===== src/rtl/vga_sync_gen.sv =====
// VGA timing generator: pixel-rate enable, horizontal/vertical counters,
// registered sync/display outputs and frame/vblank strobes for game logic.
module vga_sync_gen #(
    parameter int CLK_DIV  = 2,
    parameter int H_ACTIVE = 640,
    parameter int H_FP     = 16,
    parameter int H_SYNC   = 96,
    parameter int H_BP     = 48,
    parameter int V_ACTIVE = 480,
    parameter int V_FP     = 10,
    parameter int V_SYNC   = 2,
    parameter int V_BP     = 33,
    parameter int SYNC_POL = 0
) (
    input  logic       clk,
    input  logic       reset,
    output logic       pixel_tick,
    output logic [9:0] x,
    output logic [9:0] y,
    output logic       display_on,
    output logic       hsync,
    output logic       vsync,
    output logic       frame_start,
    output logic       vblank_start
);
    localparam int H_TOTAL = H_ACTIVE + H_FP + H_SYNC + H_BP;
    localparam int V_TOTAL = V_ACTIVE + V_FP + V_SYNC + V_BP;
    localparam int DIV_W   = (CLK_DIV > 1) ? $clog2(CLK_DIV) : 1;

    localparam logic [DIV_W-1:0] DIV_LAST = DIV_W'(CLK_DIV - 1);
    localparam logic [9:0] H_LAST   = 10'(H_TOTAL - 1);
    localparam logic [9:0] V_LAST   = 10'(V_TOTAL - 1);
    localparam logic [9:0] H_VIS    = 10'(H_ACTIVE);
    localparam logic [9:0] V_VIS    = 10'(V_ACTIVE);
    localparam logic [9:0] HS_START = 10'(H_ACTIVE + H_FP);
    localparam logic [9:0] HS_END   = 10'(H_ACTIVE + H_FP + H_SYNC);
    localparam logic [9:0] VS_START = 10'(V_ACTIVE + V_FP);
    localparam logic [9:0] VS_END   = 10'(V_ACTIVE + V_FP + V_SYNC);
    localparam logic       SYNC_ACT = (SYNC_POL != 0);

    logic [DIV_W-1:0] div;
    logic [9:0]       x_nxt;
    logic [9:0]       y_nxt;
    logic             hs_nxt;
    logic             vs_nxt;

    // Position of the next pixel; every registered output is decoded from it
    // so all outputs change together with the counters.
    always_comb begin
        x_nxt = x + 10'd1;
        y_nxt = y;
        if (x == H_LAST) begin
            x_nxt = 10'd0;
            if (y == V_LAST) begin
                y_nxt = 10'd0;
            end else begin
                y_nxt = y + 10'd1;
            end
        end
        hs_nxt = (x_nxt >= HS_START) && (x_nxt < HS_END);
        vs_nxt = (y_nxt >= VS_START) && (y_nxt < VS_END);
    end

    always_ff @(posedge clk or posedge reset) begin
        if (reset) begin
            div          <= '0;
            pixel_tick   <= 1'b0;
            x            <= 10'd0;
            y            <= 10'd0;
            display_on   <= 1'b0;
            hsync        <= ~SYNC_ACT;
            vsync        <= ~SYNC_ACT;
            frame_start  <= 1'b0;
            vblank_start <= 1'b0;
        end else begin
            div          <= (div == DIV_LAST) ? '0 : div + DIV_W'(1);
            pixel_tick   <= (div == DIV_LAST);
            frame_start  <= 1'b0;
            vblank_start <= 1'b0;
            if (pixel_tick) begin
                x            <= x_nxt;
                y            <= y_nxt;
                display_on   <= (x_nxt < H_VIS) && (y_nxt < V_VIS);
                hsync        <= hs_nxt ? SYNC_ACT : ~SYNC_ACT;
                vsync        <= vs_nxt ? SYNC_ACT : ~SYNC_ACT;
                frame_start  <= (x_nxt == 10'd0) && (y_nxt == 10'd0);
                vblank_start <= (x_nxt == 10'd0) && (y_nxt == V_VIS);
            end
        end
    end
endmodule


===== config.mk =====
export PLATFORM = sky130hd
export DESIGN_NAME = vga_sync_gen
export DESIGN_NICKNAME = d
export VERILOG_FILES = /design/src/rtl/vga_sync_gen.sv
export SDC_FILE = /design/constraint.sdc
export NUM_CORES = 1
export LEC_CHECK = 0
export CAP_MARGIN = 20
export CORE_ASPECT_RATIO = 1.1
export CORE_UTILIZATION = 45
export CTS_BUF_LIST = sky130_fd_sc_hd__clkbuf_8
export CTS_CLUSTER_SIZE = 14
export DETAILED_ROUTE_END_ITERATION = 8
export DONT_BUFFER_PORTS = 1
export PLACE_DENSITY_LB_ADDON = 0.3
export SYNTH_ARGS = -nofsm -noshare
export SYNTH_HDL_FRONTEND = slang
export SYNTH_SLANG_ARGS = --single-unit

===== constraint.sdc =====
create_clock -name clk -period 2.6 [get_ports clk]
set_input_delay 0.26 -clock clk [delete_from_list [all_inputs] [get_ports clk]]
set_output_delay 0.26 -clock clk [all_outputs]
set_load 0.005 [all_outputs]

==> metrics.txt <==
status=completed; Slew @ Worst Pin=0.578 ns; Final Hold Vio Count=0; unrepaired setup endpoints after global routing=no; HP Start=div$_DFF_PP0_; Final setup viols=0; Slew Viols, Final=0; Via Count=1,608; post-DP HPWL=3210 um; WHS Endpoint=pixel_tick$_DFF_PP0_; grt ovf=0; post-synthesis xor/xnor area fraction=0.0721; CTS H-tree lvls=1; Starting Density=0.484; total CTS buffers=3; largest family of logic cells by synthesized area=simple AND/OR/NAND/NOR gates; Die Footprint=0.00431 mm2; synth top area cells=dfrtp_1, xnor2_1, nor2_1; R2R Setup Slk=0.16 ns; gr usage total=0.219; crit-path max FO=4; Overall Power=677 uW; Core ar.=0.00377 mm2; row count=23; Clock Skews=0.00362 ns; Mapped Nets=214; ANT cells=0; Hold Path Cell Cnt=0; P_int=534 uW; Worst Reg-to-Reg Cells=8; Max Root-Sink Buffers=2; Die Height=68.8 um; worst-skew pair later-pin latency=0.28 ns; mux contribution to synthesized area=0.0302; DR iter-0 viols=74; Syn Std Cell Area=0.00182 mm2; Tcrit/Tclk final=0.939; post-synthesis compound-gate area fraction=0.190; Die X=62.7 um; Seq/Total Area, Yosys=0.372; Net Sw Power=144 uW; Post-Synth Simple-Gate Area=0.246; post-route ant nets=0; worst setup path class=reg2reg; Yosys Warn Count=0; Worst Path Buf+Inv=1; CTS sink count=27; min cycle time layout=2.44 ns; Worst-path clk slew=0.09 ns; Crit-path slowest cell=dfrtp_1; vias in the first global route=1,619; post-synth top area cell=dfrtp_1; Lkg Pwr=0.813 nW; Post-synth EDFFs=0; Pre-antenna DRT Iters=4; Final GP Congestion=0.964; crit-path cells=inv_1 > ha_1 > nor4bb_4 > nand4_1 > a31oi_2 > nand3_1 > a2111oi_4 > nor4b_4; largest net degree at the start of global routing=28; DR vias/cell=6.09; Top Ports=28; r2r startpoint=y[1]$_DFFE_PP0P_; Remaining DRCs=0; Post-Synthesis Cells=208; CP delay by family, top=simple AND/OR/NAND/NOR gates; WP data required=2.79 ns; #FFs+latches synth=27; HP Class=reg2reg; Data arrival, critical path=2.63 ns; ys flop type=dfrtp_1; Unique masters post-synth=44; initial antenna violation count=0; Post-CTS Setup Inserts=0; maxcap violations=0; area grow syn2layout=12.9%; crit end category=flip-flop; Max Clock Freq=410 MHz; CTS tree=done; root buf cell=clkbuf_8; Avg WL per Cell=16.7 um; Yosys top cell area share=0.343; Mean Syn Cell Area=8.76 um2; maximum vdd drop=0.000205 V; Slew HR=0.614; slowest stage delay, CP=0.44 ns; cell with the most instances after synthesis=dfrtp_1; Post-Synth Adder-Cell Area=0.0275; Synth top cells by count=dfrtp_1, nor2_1, nand2_1; PortBufs=0; Reg-to-Reg End=frame_start$_DFF_PP0_; final core area utilization=0.546; sequential share of power=0.620; Worst setup SP type=flip-flop; share of cells above drive strength 1=0.168; nets=221; Sw Ratio=0.212; Pwr Density=329 mW/mm2; routed wire length=4410 um; Combinational Power Share=0.023; clock network fraction of total power=0.357; Post-synth ARST share=1.00; setup TNS=0 ns; first-pass GRT wire length=7390 um
## final cells by class
cell class | instances | area (um2)
fillers | 352 | 1710
flip-flops and latches | 27 | 678
well taps | 50 | 62.6
multi-input cells | 156 | 1080
clock buffers | 3 | 41.3
repair buffers | 18 | 158
clock inverters | 1 | 5.00
inverters | 9 | 33.8
## worst reg2reg max path: cells and delay by family, from the launching register on
kind,cells,cell delay (ns)
AO/OA/AOI/OAI,2,0.67
adder cells (fa/ha/maj),1,0.17
AND/OR/NAND/NOR,4,0.99
buffers and inverters,1,0.10
flip-flops,1,0.44
## layout by cell type (no fill, tap or decap), drive strengths merged, types with 5 or more instances in the layout
master | netlist | layout
nor2 | 22 | 22
nand2 | 15 | 15
a31oi | 6 | 6
and3 | 7 | 7
buf | 8 | 17
inv | 9 | 9
dfrtp | 25 | 25
nor3 | 6 | 6
a21oi | 14 | 14
o21ai | 9 | 9
nand3 | 13 | 13
xnor2 | 13 | 13
and4 | 5 | 5
## cells by family (layout without fill, tap and decap cells)
| logic type | count (synthesis) | in the layout |
|---|---|---|
| compound gates | 50 | 50 |
| xor+xnor | 15 | 15 |
| fa+ha+maj | 4 | 4 |
| buf+inv | 25 | 31 |
| flops | 27 | 27 |
| mux | 5 | 5 |
| simple gates | 82 | 82 |
## layer usage
layer  global-route usage  vias up  share of wire
li1                     -      756              -
met4                0.122        0          0.031
met5                    0        -              0
met3               0.0493       15          0.063
met1                0.237      778           0.42
met2                0.404       59           0.49
## registers in the layout, summed over array words and instances, names as in the netlist
signal,flops
x,10
y,10
display_on,1
div,1
frame_start,1
hsync,1
pixel_tick,1
vblank_start,1
vsync,1
## power by group through the flow
stage / Combinational (mW) / Sequential [mW] / Clock, mW
2_1_floorplan: 0.00620 / 0.428 / 0
3_3_place_gp: 0.00952 / 0.428 / 0
3_5_place_dp: 0.0100 / 0.428 / 0
4_1_cts: 0.00996 / 0.420 / 0.249
5_1_grt: 0.0180 / 0.420 / 0.261
6_report: 0.0155 / 0.420 / 0.242
## metrics by stage
step           cells  hold slack [ns]  setup slack (ns)  area (um2)
2_1_floorplan    208            0.311             0.374        1820
3_3_place_gp     258            0.362            0.0792        1930
3_5_place_dp     258            0.371            0.0200        1930
4_1_cts          262            0.150            0.0766        1980
5_1_grt          264            0.416            0.0208        2060
6_report         264            0.395             0.160        2060
## how the worst max path moves through the flow
stage | endpoint | slack [ns] | start | depth (start not counted)
finish | frame_start$_DFF_PP0_ | 0.16 | y[1]$_DFFE_PP0P_ | 8
global route | frame_start$_DFF_PP0_ | 0.02 | y[1]$_DFFE_PP0P_ | 8
CTS | frame_start$_DFF_PP0_ | 0.08 | y[1]$_DFFE_PP0P_ | 8
detailed placement | frame_start$_DFF_PP0_ | 0.02 | y[1]$_DFFE_PP0P_ | 8
global placement | frame_start$_DFF_PP0_ | 0.08 | y[1]$_DFFE_PP0P_ | 8
floorplan | display_on$_DFFE_PP0P_ | 0.37 | x[0]$_DFFE_PP0P_ | 7
## repair_timing
action                                  4_1_cts  5_1_grt
pin swaps                                     0        0
endpoints found under the setup margin        1        2
endpoints found under the hold margin         0       11
hold buffers                                  0        1
resized for setup                             1        5
(Power assumes the default switching activity.)
